## config.mk

```make
export PLATFORM = sky130hd
export DESIGN_NAME = max7219_chain_driver
export DESIGN_NICKNAME = d
export VERILOG_FILES = /design/src/rtl/max7219_chain_driver.sv
export SDC_FILE = /design/constraint.sdc
export NUM_CORES = 1
export LEC_CHECK = 0
export BUFFER_PORTS_ARGS = -buffer_cell sky130_fd_sc_hd__buf_2
export CAP_MARGIN = 20
export CELL_PAD_IN_SITES_DETAIL_PLACEMENT = 0
export CELL_PAD_IN_SITES_GLOBAL_PLACEMENT = 1
export CORE_ASPECT_RATIO = 1.4
export CORE_UTILIZATION = 36
export CTS_CLUSTER_SIZE = 10
export DETAILED_ROUTE_END_ITERATION = 10
export PLACE_DENSITY = 0.84
export SYNTH_ARGS = -nofsm -noshare
export SYNTH_HDL_FRONTEND = slang
export SYNTH_SLANG_ARGS = --single-unit
```

## constraint.sdc

```tcl
create_clock -name i_clk -period 2.27 [get_ports i_clk]
set_input_delay 0.1135 -clock i_clk [delete_from_list [all_inputs] [get_ports i_clk]]
set_output_delay 0.1135 -clock i_clk [all_outputs]
set_load 0.02 [all_outputs]
```

## src/rtl/max7219_chain_driver.sv

```systemverilog
// Serial driver for a daisy-chain of MAX7219 display controllers.
// Sends either the five-frame configuration sequence or one frame per digit.
module max7219_chain_driver #(
  parameter int unsigned NUM_DEV    = 2,
  parameter int unsigned NUM_DIGITS = 8,
  parameter int unsigned CLK_DIV    = 2
) (
  input  logic                           i_clk,
  input  logic                           i_reset,
  input  logic                           i_stb,
  input  logic                           i_write_config,
  input  logic [3:0]                     i_intensity,
  input  logic [NUM_DEV*NUM_DIGITS*8-1:0] i_segments,
  output logic                           o_busy,
  output logic                           o_ack,
  output logic                           o_serial_dout,
  output logic                           o_serial_load,
  output logic                           o_serial_clk
);

  localparam int unsigned WORD_BITS = NUM_DEV * 16;
  localparam int unsigned BIT_W     = $clog2(WORD_BITS);
  localparam int unsigned DIV_W     = $clog2(2 * CLK_DIV) + 1;

  localparam logic [DIV_W-1:0] DIV_LAST   = DIV_W'(2 * CLK_DIV - 1);
  localparam logic [DIV_W-1:0] DIV_HALF   = DIV_W'(CLK_DIV);
  localparam logic [BIT_W-1:0] BIT_LAST   = BIT_W'(WORD_BITS - 1);
  localparam logic [2:0]       CFG_LAST   = 3'd4;
  localparam logic [2:0]       UPD_LAST   = 3'(NUM_DIGITS - 1);
  localparam logic [7:0]       SCAN_LIMIT = 8'(NUM_DIGITS - 1);

  typedef enum logic [2:0] {
    S_IDLE,
    S_SHIFT,
    S_LOAD,
    S_GAP,
    S_DONE
  } state_t;

  state_t                          r_state;
  state_t                          w_next;
  logic [DIV_W-1:0]                r_div;
  logic [BIT_W-1:0]                r_bit;
  logic [2:0]                      r_frame;
  logic                            r_cfg;
  logic [3:0]                      r_intensity;
  logic [NUM_DEV*NUM_DIGITS*8-1:0] r_segments;

  logic                            w_accept;
  logic                            w_div_end;
  logic [BIT_W-1:0]                w_bit_sel;
  logic [15:0]                     w_cfg_word;
  logic [WORD_BITS-1:0]            w_frame;
  int unsigned                     w_digit;

  // DONE behaves like IDLE for acceptance so back-to-back requests lose no cycle
  assign w_accept  = i_stb && (r_state == S_IDLE || r_state == S_DONE);
  assign w_div_end = (r_div == DIV_LAST);
  assign w_bit_sel = BIT_LAST - r_bit;

  always_ff @(posedge i_clk) begin
    if (i_reset) begin
      r_state <= S_IDLE;
    end else begin
      r_state <= w_next;
    end
  end

  always_ff @(posedge i_clk) begin
    if (i_reset) begin
      r_div       <= '0;
      r_bit       <= '0;
      r_frame     <= '0;
      r_cfg       <= 1'b0;
      r_intensity <= '0;
      r_segments  <= '0;
    end else if (w_accept) begin
      r_div       <= '0;
      r_bit       <= '0;
      r_frame     <= '0;
      r_cfg       <= i_write_config;
      r_intensity <= i_intensity;
      r_segments  <= i_segments;
    end else begin
      case (r_state)
        S_SHIFT: begin
          if (w_div_end) begin
            r_div <= '0;
            r_bit <= (r_bit == BIT_LAST) ? '0 : r_bit + 1'b1;
          end else begin
            r_div <= r_div + 1'b1;
          end
        end
        S_LOAD: r_div <= w_div_end ? '0 : r_div + 1'b1;
        S_GAP: begin
          if (w_div_end) begin
            r_div   <= '0;
            r_frame <= r_frame + 1'b1;
          end else begin
            r_div <= r_div + 1'b1;
          end
        end
        default: ;
      endcase
    end
  end

  always_comb begin
    w_next = r_state;
    case (r_state)
      S_IDLE:  if (i_stb) w_next = S_SHIFT;
      S_DONE:  w_next = i_stb ? S_SHIFT : S_IDLE;
      S_SHIFT: if (w_div_end && r_bit == BIT_LAST) w_next = S_LOAD;
      S_LOAD:  if (w_div_end) w_next = S_GAP;
      S_GAP: begin
        if (w_div_end) begin
          w_next = (r_frame == (r_cfg ? CFG_LAST : UPD_LAST)) ? S_DONE : S_SHIFT;
        end
      end
      default: w_next = S_IDLE;
    endcase
  end

  // Device d's word sits at [d*16 +: 16]; the top word leaves first and ends up farthest.
  always_comb begin
    w_digit = (r_frame <= UPD_LAST) ? 32'(r_frame) : 0;
    case (r_frame)
      3'd0:    w_cfg_word = 16'h0C01;
      3'd1:    w_cfg_word = 16'h0900;
      3'd2:    w_cfg_word = {8'h0B, SCAN_LIMIT};
      3'd3:    w_cfg_word = {8'h0A, 4'h0, r_intensity};
      default: w_cfg_word = 16'h0F00;
    endcase
    w_frame = '0;
    for (int unsigned d = 0; d < NUM_DEV; d++) begin
      if (r_cfg) begin
        w_frame[d*16 +: 16] = w_cfg_word;
      end else begin
        w_frame[d*16 +: 16] = {4'h0, {1'b0, r_frame} + 4'd1,
                               r_segments[(d*NUM_DIGITS + w_digit)*8 +: 8]};
      end
    end
  end

  always_comb begin
    o_busy        = (r_state == S_SHIFT) || (r_state == S_LOAD) || (r_state == S_GAP);
    o_ack         = (r_state == S_DONE);
    o_serial_dout = (r_state == S_SHIFT) && w_frame[w_bit_sel];
    o_serial_clk  = (r_state == S_SHIFT) && (r_div >= DIV_HALF);
    o_serial_load = (r_state == S_LOAD);
  end

endmodule

```

==> results.md, run 1 <==
Run status:
- The flow ran to the end, but the final reports show violations.
- The checks that failed: negative setup slack.

Yosys:
- Of all flip-flops after synthesis, the portion carrying an async set or reset was 0.
- The synthesized design contains 0 enable-type register cells.
- The leading area contributor after synthesis is sky130_fd_sc_hd__dfxtp_1.
- The count of synthesis-stage warnings from yosys is 0.
- The total nets after synthesis is 1031.
- The part of the Yosys area used for sequential elements is 0.425.
- The post-synthesis register bit count is 147.
- In this run the cell area of the synthesized design comes to 6930 um^2.
- Dividing the synthesized area by the synthesized cell count gives 7.83 um^2.
- For this run, the leading register cell type out of synthesis is sky130_fd_sc_hd__dfxtp_1.
- The share of synthesized area in the top cell type comes to 0.425.
- The gate count after technology mapping is 885.
- By area the synthesized netlist is led by sky130_fd_sc_hd__dfxtp_1, sky130_fd_sc_hd__nand2_1, sky130_fd_sc_hd__a21oi_1, sky130_fd_sc_hd__mux2i_1, sky130_fd_sc_hd__clkbuf_1.
- The number of distinct library cells after synthesis is 68.

Route:
- The number of DRC markers after the initial detailed-route iteration is 454.
- The final antenna-violating net count is 0.
- The final layout contains routed wiring with a total length of 22600 um.
- The first detailed-routing pass ran for 5 iterations.
- After detailed routing, the average wire length per cell comes to 15.8 um.
- The average vias per placed instance is 5.11.
- The total via count after detailed routing is 7303.
- In the routed design, unresolved DRC markers number 0.

Floorplan:
- The core region is 18800 um^2.
- The number of top-level pins is 141.
- The die area is 19800 um^2.
- The initial utilization of the core area, before any placement, comes to 0.370.
- The die is 119 um wide.
- From bottom edge to top edge, the die measures 166 um.
- The floorplan has 59 rows.

Placed design:
- During placement, the flow inserted port buffers numbering 140.
- The number of placed instances, taps included, is 1263.
- The placed instances occupy a cell area of 8160 um^2.
- The worst setup slack before clock tree synthesis is -0.381 ns.
- The routability congestion estimate is 0.910.
- The HPWL after detailed placement is 15500 um.

Min path:
- For hold timing, the worst endpoint is r_intensity[0].
- The worst hold path depth is 4.
- The kind of path behind the tightest hold check is input pin to flop.
- In this run the most critical hold path is launched from i_stb.

Timing:
- The headroom to the max-slew limit is 0.574.
- Setup total negative slack on the finished layout was measured at -0.632 ns.
- The setup-violating endpoint count in the final report is 1.
- The smallest clock period supported by the final layout is computed as 2.90 ns.
- In the finished design, the share of the clock period the worst path needs comes to 1.28.
- Setup repair after global routing could not meet its margin everywhere.
- Across the routed clock network, the largest skew measured is 0.00877 ns.
- The total count of max-transition violations in the final report was 0.
- Timing would allow up to 345 MHz.
- The hold violation total from the final report is 0.
- The post-layout worst setup margin is -0.632 ns.
- Hold timing on the final database bottoms out at a slack of 0.227 ns.
- At the pin with the least slew margin, the transition time is 0.636 ns.

CTS:
- In this run the deepest clock path goes through 2 buffers.
- The root buffer cell chosen for the clock tree is sky130_fd_sc_hd__clkbuf_16.
- The CTS clock-pin slew for the worst setup and hold paths is 0.06 ns.
- Clock tree synthesis inserted a total of 17 buffers.
- The clock tree from TritonCTS is done.
- The clock network latency to the later pin of the worst-skew pair is 0.43 ns.
- The H-tree generated during clock tree synthesis spans 4 levels.
- Clock tree synthesis found a total of 147 sinks.

Critical path:
- The register-to-register setup slack is 0.17 ns.
- By instance count, the cell type seen most on the critical path is sky130_fd_sc_hd__ha_4.
- The source of the worst register-to-register timing path is r_bit[1].
- The signal on the critical path passes through ha_4 -> ha_4 -> and2_1 -> mux4_2 -> o311a_1 -> a2111oi_2 -> a211oi_1 -> o211ai_2 -> a21oi_2 -> buf_4.
- The number of cells on the worst reg-to-reg path is 6.
- Along the worst path, the maximum fanout reaches 7.
- The data arrival at the endpoint of the critical path is 2.79 ns.
- The endpoint kind of the worst setup timing path is an output pin.
- The startpoint type of the worst setup path is a flop.
- The end of the worst register-to-register path is r_bit[2].
- The cell type of the slowest stage on the worst timing path is sky130_fd_sc_hd__mux4_2.
- The required time at the endpoint of the critical path is 2.16 ns.
- The start-to-end type of the worst setup path is flop to output pin.
- In this run the worst setup path begins at r_frame[0].
- The largest incremental delay on the critical path is 0.45 ns.

Layout:
- The net count reported at finish is 1320.
- The filler-free cell count of the finished design is 1430.
- The area growth from synthesis to layout is 47.8%.
- In the final layout, the share of cells above drive strength 1 is 0.231.
- The area of all placed cells without fillers is 10200 um^2.
- The number of antenna diodes in the final layout is 0.
- At the end of the flow the core is filled with cells to 0.546.

GRT:
- The initial antenna violation count is 0.
- The total overflow reported by the global router is 0.
- The via count of the first global-routing pass is 7062.
- The overall global routing resource usage is 0.229.
- The wire length of the first global-routing pass is 35300 um.
- The maximum number of pins on one net before global-route repair is 74.

Pwr:
- The areal power density over the cells is 640 nW/um^2.
- Overall power consumption after layout is estimated at 6.55 mW.
- The analysis attributes to cell leakage a power of 4.04 nW.
- VDD sags by at most 0.000531 V.

Flow run:
- The number of max-capacitance violations reported is 0.
==> cell usage in the layout (no fill, tap or decap), types with 13 or more instances in the layout <==
master                          Yosys  routed
sky130_fd_sc_hd__clkbuf_16          0      17
sky130_fd_sc_hd__a211oi_1          16      13
sky130_fd_sc_hd__buf_4              4      57
sky130_fd_sc_hd__nor2_1            28      28
sky130_fd_sc_hd__dlygate4sd3_1      0     134
sky130_fd_sc_hd__mux2i_1           23      23
sky130_fd_sc_hd__dfxtp_1          147     144
sky130_fd_sc_hd__buf_2             10     138
sky130_fd_sc_hd__o21ai_0           14      14
sky130_fd_sc_hd__nand2_1          285     282
sky130_fd_sc_hd__a21oi_1          151     150
==> where the power goes <==
group          total, mW  internal, mW  switching [mW]
Clock               2.87          1.75            1.11
Sequential          2.85          2.74           0.110
Combinational      0.840         0.438           0.401
==> state kept, by name, summed over array words and instances, names as in the netlist <==
signal       cells
r_bit            5
r_frame          3
r_segments     128
r_div            3
r_cfg            1
r_state          3
r_intensity      4
==> metal layers <==
metal / track usage / routed length (um) / vias up
met2: 0.398 / 11400 / 198
met4: 0.104 / 734 / 0
li1: - / - / 3625
met3: 0.0426 / 785 / 48
met5: 0 / 0 / -
met1: 0.271 / 9650 / 3432
==> worst max path at each step <==
stage                         end  cells after the start
floorplan           o_serial_dout                     10
global placement    o_serial_dout                     12
detailed placement  o_serial_dout                     12
CTS                 o_serial_dout                     12
global route        o_serial_dout                     11
finish              o_serial_dout                     10
==> critical path: cells and delay by family (launching register included) <==
family	cells	cell delay, ns
compound gates	5	0.91
mux	1	0.45
flops	1	0.34
fa+ha+maj	2	0.34
buf+inv	1	0.17
simple gates	1	0.15
==> cell families (layout without fill, tap and decap cells) <==
logic type,count (synthesis),in the layout,share of synthesized area
AO/OA/AOI/OAI,239,239,0.207
XOR/XNOR,1,1,0.00126
adder cells (fa/ha/maj),10,10,0.0181
buffers and inverters,76,377,0.0534
flip-flops,147,147,0.425
multiplexers,34,34,0.0668
AND/OR/NAND/NOR,378,378,0.229
==> synth_stat cells (3+ instances only) <==
cell type                  number
sky130_fd_sc_hd__nand2_1      285
sky130_fd_sc_hd__a21oi_1      151
sky130_fd_sc_hd__dfxtp_1      147
sky130_fd_sc_hd__clkbuf_1      48
sky130_fd_sc_hd__nor2_1        28
sky130_fd_sc_hd__mux2i_1       23
sky130_fd_sc_hd__a211oi_1      16
sky130_fd_sc_hd__o21ai_0       14
sky130_fd_sc_hd__nand2b_1      12
sky130_fd_sc_hd__buf_2         10
sky130_fd_sc_hd__ha_1          10
sky130_fd_sc_hd__nor3_1        10
sky130_fd_sc_hd__nor2b_1        9
sky130_fd_sc_hd__mux4_2         7
sky130_fd_sc_hd__o22ai_1        7
sky130_fd_sc_hd__and2_1         6
sky130_fd_sc_hd__inv_1          6
sky130_fd_sc_hd__nand3_1        6
sky130_fd_sc_hd__a221oi_1       4
sky130_fd_sc_hd__buf_4          4
sky130_fd_sc_hd__buf_6          4
sky130_fd_sc_hd__a221o_1        3
sky130_fd_sc_hd__a311oi_1       3
sky130_fd_sc_hd__and2_0         3
sky130_fd_sc_hd__o221ai_1       3
sky130_fd_sc_hd__o31a_1         3
sky130_fd_sc_hd__o31ai_1        3
sky130_fd_sc_hd__o41ai_1        3
==> area by class of cell <==
class                   instances  area (um^2)
fillers                      1800         8510
multi-input cells             662         3750
flip-flops and latches        147         2950
repair buffers                338         2610
clock buffers                  19          443
well taps                     244          305
clock inverters                12          155
inverters                       8         30.0
==> repair_timing <==
| item | in CTS | in global routing |
|---|---|---|
| endpoints found under the hold margin | 136 | 0 |
| gates resized for setup | 13 | 11 |
| setup endpoints to repair | 1 | 3 |
| pin swaps | 7 | 9 |
| hold buffers | 134 | 0 |
| buffers inserted | 2 | 0 |
Power figures use the tool's default switching activity.
==> inputs of run 2 (changes only) <==
REMOVE_ABC_BUFFERS = 1   (was default)
==> run 2 against run 1 <==
The run still ends with negative setup slack left. Global-route usage fell by 0.95 points. Clock power rose by 9.1%. Total power rose by 3.6%. Hold slack got worse by 0.21 ns. Flip-flop and latch count did not move. Largest power group unchanged. Fmax fell by 0.23%. Die area did not move.
==> results.md, run 2 (synthesized netlist as in run 1, its figures left out) <==
Run status:
- The run finished, with violations left.
- The final reports fail on negative setup slack.

Critical path:
- The worst setup path is of the flop to output pin kind.
- The required time at the endpoint of the critical path is 2.16 ns (about the same).
- The largest driver fanout on the critical path is 6 (-1).
- The worst setup path is launched from a flop.
- The data arrival at the endpoint of the critical path is 2.80 ns (about the same).
- The number of cells on the worst reg-to-reg path came to 5 (-1).
- The worst setup path is captured at an output pin.

Layout:
- The filler cell count is 1742 (-3.2%).
- The number of diodes added for antenna fixing is 0 (unchanged).
- Leaving out fill and tap cells, the most frequent cell in the layout is sky130_fd_sc_hd__nand2_1.
- The share of cells above drive strength 1 is 0.223 (-0.00843).
- The number of flip-flops in the largest register is 128 (unchanged).
- The growth of design area from synthesis to finish is 46.5%.
- The net count reported at finish is 1301 (-1.4%).
- The area of all placed cells without fillers is 10200 um^2 (-0.83%).
- The most flop-heavy register is r_segments.
- In the final layout, the registers with the most flip-flops are r_segments: 128 flops, r_bit: 5 flops, r_intensity: 4 flops.
- In the layout the commonest cells are sky130_fd_sc_hd__nand2_1, sky130_fd_sc_hd__a21oi_1, sky130_fd_sc_hd__dfxtp_1.
- The area used by multi-input combinational logic came to 3740 um^2 (about the same).
- The area of all sequential standard cells was 2950 um^2 (about the same).

GRT:
- The initial antenna violation count was 0 (unchanged).
- The wire length of the first global-routing pass came to 34200 um (-3.3%).
- The overall global routing resource usage is 0.220 (-0.00954).
- The maximum number of pins on one net before global-route repair was 88 (+19%).
- The total overflow reported by the global router was 0 (unchanged).
- The via count of the first global-routing pass is 6925 (-1.9%).

Pwr:
- The reported leakage power came to 3.98 nW (-1.7%).
- The maximum vdd drop is 0.000469 V (-12%).
- The post-layout total power is 6.79 mW (+3.6%).
- The areal power density over the cells came to 668 nW/um^2 (+4.5%).

Flow run:
- The number of max-capacitance violations reported was 0 (unchanged).

Timing:
- The final-layout worst hold slack is 0.0133 ns (-0.214 ns).
- The maximum operating frequency is 344 MHz (-0.23%).
- The total count of max-transition violations in the final report came to 0 (unchanged).
- The headroom to the max-slew limit is 0.463 (-0.111).
- The post-layout worst setup margin was -0.639 ns (-0.00681 ns).
- The setup-violating endpoint count in the final report was 1 (unchanged).
- The maximum clock skew at final layout came to 0.00744 ns (-0.00133 ns).
- The measured slew at the worst slew-check pin is 0.805 ns (+0.170 ns).
- Setup repair after global routing could not meet its margin everywhere.
- The post-route minimum period is 2.91 ns (+0.00680 ns).
- The post-route fraction of the period consumed by the critical path is 1.28 (+0.00300).
- The hold violation total from the final report was 0 (unchanged).

Route:
- The wire length per cell is 15.2 um (-3.8%).
- The number of DRC markers after the initial detailed-route iteration came to 414 (-8.8%).
- The final routed DRC violation total is 0 (unchanged).
- The average vias per placed instance is 5.08 (-0.53%).
- The post-detailed-routing wire length is 21400 um (-5.0%).
- The final antenna-violating net count is 0 (unchanged).
- The total via count after detailed routing is 7173 (-1.8%).
- The number of iterations in the first detailed-routing pass came to 5 (unchanged).

CTS:
- The clock buffer count from CTS came to 17 (unchanged).
- The CTS clock-pin slew for the worst setup and hold paths is 0.06 ns (about the same).
- The maximum clock path buffer count was 2 (unchanged).
- The clock sink count is 147 (unchanged).
- The level count of the clock H-tree was 4 (unchanged).
- The clock network latency to the later pin of the worst-skew pair was 0.43 ns (about the same).
- TritonCTS built the clock tree.
- The root buffer cell is sky130_fd_sc_hd__clkbuf_16.

Floorplan:
- The die height is 166 um (unchanged).
- The number of rows created at floorplan is 59 (unchanged).
- The number of top-level pins came to 141 (unchanged).
- The die area came to 19800 um^2 (unchanged).
- The starting density of the core came to 0.370 (unchanged).
- The area inside the core boundary came to 18800 um^2 (unchanged).
- The width of the die is 119 um (unchanged).

Placed design:
- The total cell area at the placement stage is 8020 um^2 (-1.8%).
- The HPWL after detailed placement is 14500 um (-6.6%).
- The routability congestion estimate is 0.823 (-9.5%).
- The count of buffers inserted at the top-level ports came to 140 (unchanged).

Min path:
- The path class of the tightest hold or removal check is input pin to flop.
- The worst hold path depth is 3 (-1).
## run 2: worst paths after layout
check | startpoint | slack, ns | to
worst min register to register | r_segments[110] | 0.45 | r_segments[110]
worst min-delay path | i_segments[91] | 0.01 | r_segments[91]
worst max-delay path | r_frame[0] | -0.64 | o_serial_dout
worst max register to register | r_bit[1] | 0.20 | r_bit[2]
## run 2: area by class of cell
class | count | share of cell area
timing repair buffer | 319 | 0.243
clock inverter | 12 | 0.0198
clock buffer | 20 | 0.0450
multi-input combinational | 662 | 0.369
inverter | 8 | 0.00296
tap | 244 | 0.0301
sequential | 147 | 0.290
## run 2: what timing repair did
item,CTS,global route
hold buffers,131,0
endpoints found under the hold margin,131,0
pin swaps,13,5
endpoints found under the setup margin,1,1
gates cloned,0,0
gates resized for setup,26,12
buffers inserted,1,0
## run 2: through the flow
step	setup TNS [ns]	worst slack, ns	instances	util
5_1_grt	-0.688	-0.688	1412	0.542
6_report	-0.639	-0.639	1412	0.542
4_1_cts	-0.611	-0.611	1412	0.538
3_3_place_gp	-0.421	-0.421	1248	0.427
2_1_floorplan	-133.54	-1.87	817	-
3_5_place_dp	-0.470	-0.470	1248	0.427
## run 2: layer usage
metal / GRT usage / wire (um) / vias up
met5: 0 / 0 / -
met4: 0.111 / 741 / 0
met3: 0.0337 / 796 / 50
met2: 0.388 / 11100 / 192
met1: 0.255 / 8760 / 3341
li1: - / - / 3590
## run 2: critical path: stages, from the launching register on
cell and delay [ns]:
sky130_fd_sc_hd__dfxtp_4 0.36, sky130_fd_sc_hd__ha_4 0.17, sky130_fd_sc_hd__ha_4 0.19, sky130_fd_sc_hd__buf_6 0.13
sky130_fd_sc_hd__and2_4 0.14, sky130_fd_sc_hd__mux4_2 0.47, sky130_fd_sc_hd__a211oi_2 0.21, sky130_fd_sc_hd__a311oi_1 0.08
sky130_fd_sc_hd__a211o_1 0.27, sky130_fd_sc_hd__o211ai_2 0.09, sky130_fd_sc_hd__a21oi_2 0.11, sky130_fd_sc_hd__buf_4 0.17
## run 2: power breakdown
group | internal [mW] | switching [mW] | leakage, nW | total, mW
logic | 0.420 | 0.391 | 2.45 | 0.812
clock network | 2.01 | 1.12 | 0.317 | 3.13
registers | 2.73 | 0.111 | 1.21 | 2.85
==> inputs of run 3 (changes only) <==
BUFFER_PORTS_ARGS = -buffer_cell sky130_fd_sc_hd__buf_4   (was -buffer_cell sky130_fd_sc_hd__buf_2)
==> run 3 against run 2 <==
The run still ends with negative setup slack left. Hold slack gained 0.0015 ns. Clock-buffer cell count is the same. Setup slack gained 0.038 ns. Fmax grew 1.3%. Non-clock buffer count is the same. Sequential power is essentially flat. Global-route usage is essentially flat. Core utilization grew 1.9 points. Final cell count is the same. Cell area grew 3.4%. Highest routed layer unchanged.
==> results.md, run 3 (synthesized netlist as in run 1, its figures left out) <==
Layout:
- The final core area utilization was 0.560 (+0.0186).
- In the final layout, the registers with the most flip-flops are r_segments: 128 flops, r_bit: 5 flops, r_intensity: 4 flops.
- The share of cells above drive strength 1 is 0.223 (+0.000856).
- The area of all placed cells without fillers is 10500 um^2 (+3.4%).
- The growth of design area from synthesis to finish is 51.5%.
- The leading cell type in the layout, fill and taps excluded is sky130_fd_sc_hd__nand2_1.
- The number of flip-flops in the largest register was 128 (unchanged).
- The number of diodes added for antenna fixing is 0 (unchanged).
- The net count reported at finish was 1301 (unchanged).
- The filler cell count is 1753 (+0.63%).
- The most flop-heavy register is r_segments.
- The area of all sequential standard cells was 2950 um^2 (unchanged).
- The top cell types in the final layout, fill and taps aside, are sky130_fd_sc_hd__nand2_1, sky130_fd_sc_hd__buf_4, sky130_fd_sc_hd__a21oi_1.
- The area used by multi-input combinational logic came to 3790 um^2 (+1.2%).

CTS:
- The maximum clock path buffer count is 2 (unchanged).
- The clock network latency to the later pin of the worst-skew pair is 0.42 ns (about the same).
- The level count of the clock H-tree came to 4 (unchanged).
- The clock buffer count from CTS is 17 (unchanged).
- The root buffer cell is sky130_fd_sc_hd__clkbuf_16.
- The CTS clock-pin slew for the worst setup and hold paths is 0.06 ns (about the same).
- TritonCTS built the clock tree.
- The clock sink count is 147 (unchanged).

Route:
- The number of DRC markers after the initial detailed-route iteration came to 441 (+6.5%).
- The total via count after detailed routing is 7096 (-1.1%).
- The post-detailed-routing wire length is 21100 um (-1.3%).
- The wire length per cell is 15.0 um (-1.3%).
- The final routed DRC violation total is 0 (unchanged).
- The average vias per placed instance came to 5.03 (-1.1%).
- The final antenna-violating net count is 0 (unchanged).
- The number of iterations in the first detailed-routing pass is 6 (+1).

Min path:
- The kind of path behind the tightest hold check is input pin to flop.
- The worst hold path depth is 3 (unchanged).

Critical path:
- By startpoint and endpoint, the worst setup path is classified as flop to output pin.
- The kind of cell with the highest combined delay on the critical path is compound AO/OA/AOI/OAI gates.
- The largest driver fanout on the critical path is 5 (-1).
- The required time at the endpoint of the critical path is 2.16 ns (about the same).
- The largest incremental delay on the critical path is 0.35 ns (-0.12 ns).
- STA classifies the critical path startpoint as a flop.
- The number of stages on the worst setup path is 11 (unchanged).
- Traced cell by cell, the critical path runs through ha_4 -> ha_4 -> buf_4 -> nand2b_1 -> nand2_1 -> o22ai_1 -> mux2_2 -> a221oi_2 -> a41oi_2 -> a21oi_2 -> buf_4.
- For this design, the slowest cell found on the critical path is sky130_fd_sc_hd__dfxtp_4.
- The sum of buffers and inverters on the critical path came to 2 (unchanged).
- The number of cells on the worst reg-to-reg path is 7 (+2).
- The data arrival at the endpoint of the critical path came to 2.76 ns (-0.04 ns).
- The endpoint kind of the worst setup timing path is an output pin.

Floorplan:
- The number of rows created at floorplan is 59 (unchanged).
- The number of top-level pins was 141 (unchanged).
- The die height is 166 um (unchanged).
- The width of the die is 119 um (unchanged).
- The die area is 19800 um^2 (unchanged).
- The starting density of the core is 0.370 (unchanged).
- The area inside the core boundary came to 18800 um^2 (unchanged).

Pwr:
- The maximum vdd drop came to 0.000513 V (+9.4%).
- The portion of total power attributed to the clock network is 0.439 (-0.022).
- The sequential power share is 0.428 (+0.009).
- The net switching fraction of the power came to 0.241 (+0.00204).
- The portion of total power attributed to combinational logic is 0.133 (+0.013).
- The cell-internal power is 5.04 mW (-2.5%).
- The net switching power is 1.60 mW (-1.4%).
- The reported leakage power came to 4.08 nW (+2.7%).
- The areal power density over the cells is 632 nW/um^2 (-5.5%).
- The post-layout total power is 6.63 mW (-2.2%).

Placed design:
- The routability congestion estimate came to 0.844 (+2.6%).
- The HPWL after detailed placement is 14200 um (-1.7%).
- The count of buffers inserted at the top-level ports is 140 (unchanged).
- The total cell area at the placement stage came to 8360 um^2 (+4.3%).
- The worst setup slack before clock tree synthesis is -0.461 ns (+0.00933 ns).

GRT:
- The initial antenna violation count came to 0 (unchanged).
- The maximum number of pins on one net before global-route repair came to 95 (+8.0%).
- The overall global routing resource usage is 0.220 (about the same).
- The via count of the first global-routing pass came to 7018 (+1.3%).
- The total overflow reported by the global router was 0 (unchanged).
- The wire length of the first global-routing pass came to 34600 um (+1.3%).

Timing:
- The measured slew at the worst slew-check pin came to 0.852 ns (+0.0462 ns).
- The post-route minimum period is 2.87 ns (-0.0381 ns).
- The setup-violating endpoint count in the final report is 1 (unchanged).
- The maximum clock skew at final layout is 0.00893 ns (+0.00149 ns).
- The headroom to the max-slew limit is 0.432 (-0.0308).
- The total count of max-transition violations in the final report is 0 (unchanged).
- Setup repair after global routing could not meet its margin everywhere.
- The hold violation total from the final report is 0 (unchanged).
- The post-route fraction of the period consumed by the critical path is 1.26 (-0.0168).
- The maximum operating frequency is 348 MHz (+1.3%).
- The post-layout worst setup margin was -0.601 ns (+0.0381 ns).

Flow run:
- The number of max-capacitance violations reported is 0 (unchanged).

Run status:
- The flow ran to the end, but the final reports show violations.
- The checks that failed: negative setup slack.
## run 3: changes by cell type in the layout (fill, tap and decap cells not counted), sizes merged
cell / delta
clkinvlp: +2
bufinv: -2
inv: -1
clkinv: +1
## run 3: layout make-up
cell class	instances	area share
Multi-Input combinational cell	662	0.361
Sequential cell	147	0.281
Timing Repair Buffer	319	0.268
Clock buffer	20	0.0446
Tap cell	244	0.0291
Clock inverter	12	0.0145
Inverter	8	0.00286
## run 3: power by group through the flow
stage                     logic (mW)  registers (mW)  clock network, mW
after floorplan                0.356            2.85                  0
after detailed placement       0.690            2.89                  0
final                          0.884            2.84               2.91
after global routing           0.976            2.85               3.06
after global placement         0.685            2.89                  0
after CTS                      0.881            2.84               2.96
## run 3: stage by stage
stage                     hold slack (ns)  instances  setup TNS [ns]
after global routing               0.0235       1412          -0.801
after floorplan                     0.183        817         -133.54
after CTS                         0.00210       1412          -0.584
after detailed placement            0.370       1246          -0.461
after global placement              0.364       1246          -0.395
final                              0.0148       1412          -0.601
## run 3: worst register-to-register path, cell delays in order, from the launching register on
cell                      delay [ns]
sky130_fd_sc_hd__dfxtp_1        0.66
sky130_fd_sc_hd__ha_1           0.29
sky130_fd_sc_hd__and3_1         0.16
sky130_fd_sc_hd__ha_1           0.30
sky130_fd_sc_hd__a21oi_1        0.13
sky130_fd_sc_hd__o41ai_1        0.40
sky130_fd_sc_hd__a21oi_1        0.08
sky130_fd_sc_hd__nor2_1         0.12
## run 3: final timing paths
kind | from | to | slack (ns)
max | r_frame[0] | o_serial_dout | -0.60
min reg2reg | r_segments[23] | r_segments[23] | 0.46
max reg2reg | r_bit[1] | r_state[0] | 0.06
min | i_segments[110] | r_segments[110] | 0.01
## run 3: what timing repair did
| action | in CTS | in global routing |
|---|---|---|
| gates resized for setup | 32 | 3 |
| hold buffers | 131 | 0 |
| setup buffers | 4 | 0 |
| hold endpoints to repair | 131 | 0 |
| endpoints found under the setup margin | 1 | 2 |
| pin swaps | 16 | 3 |
## run 3: routing by layer
metal  vias to the layer above  track usage  part of all wire
met5                         -            0                 0
met4                         0       0.0892             0.028
met3                        39       0.0347             0.034
met2                       168        0.393              0.52
met1                      3301        0.258              0.42
li1                       3588            -                 -
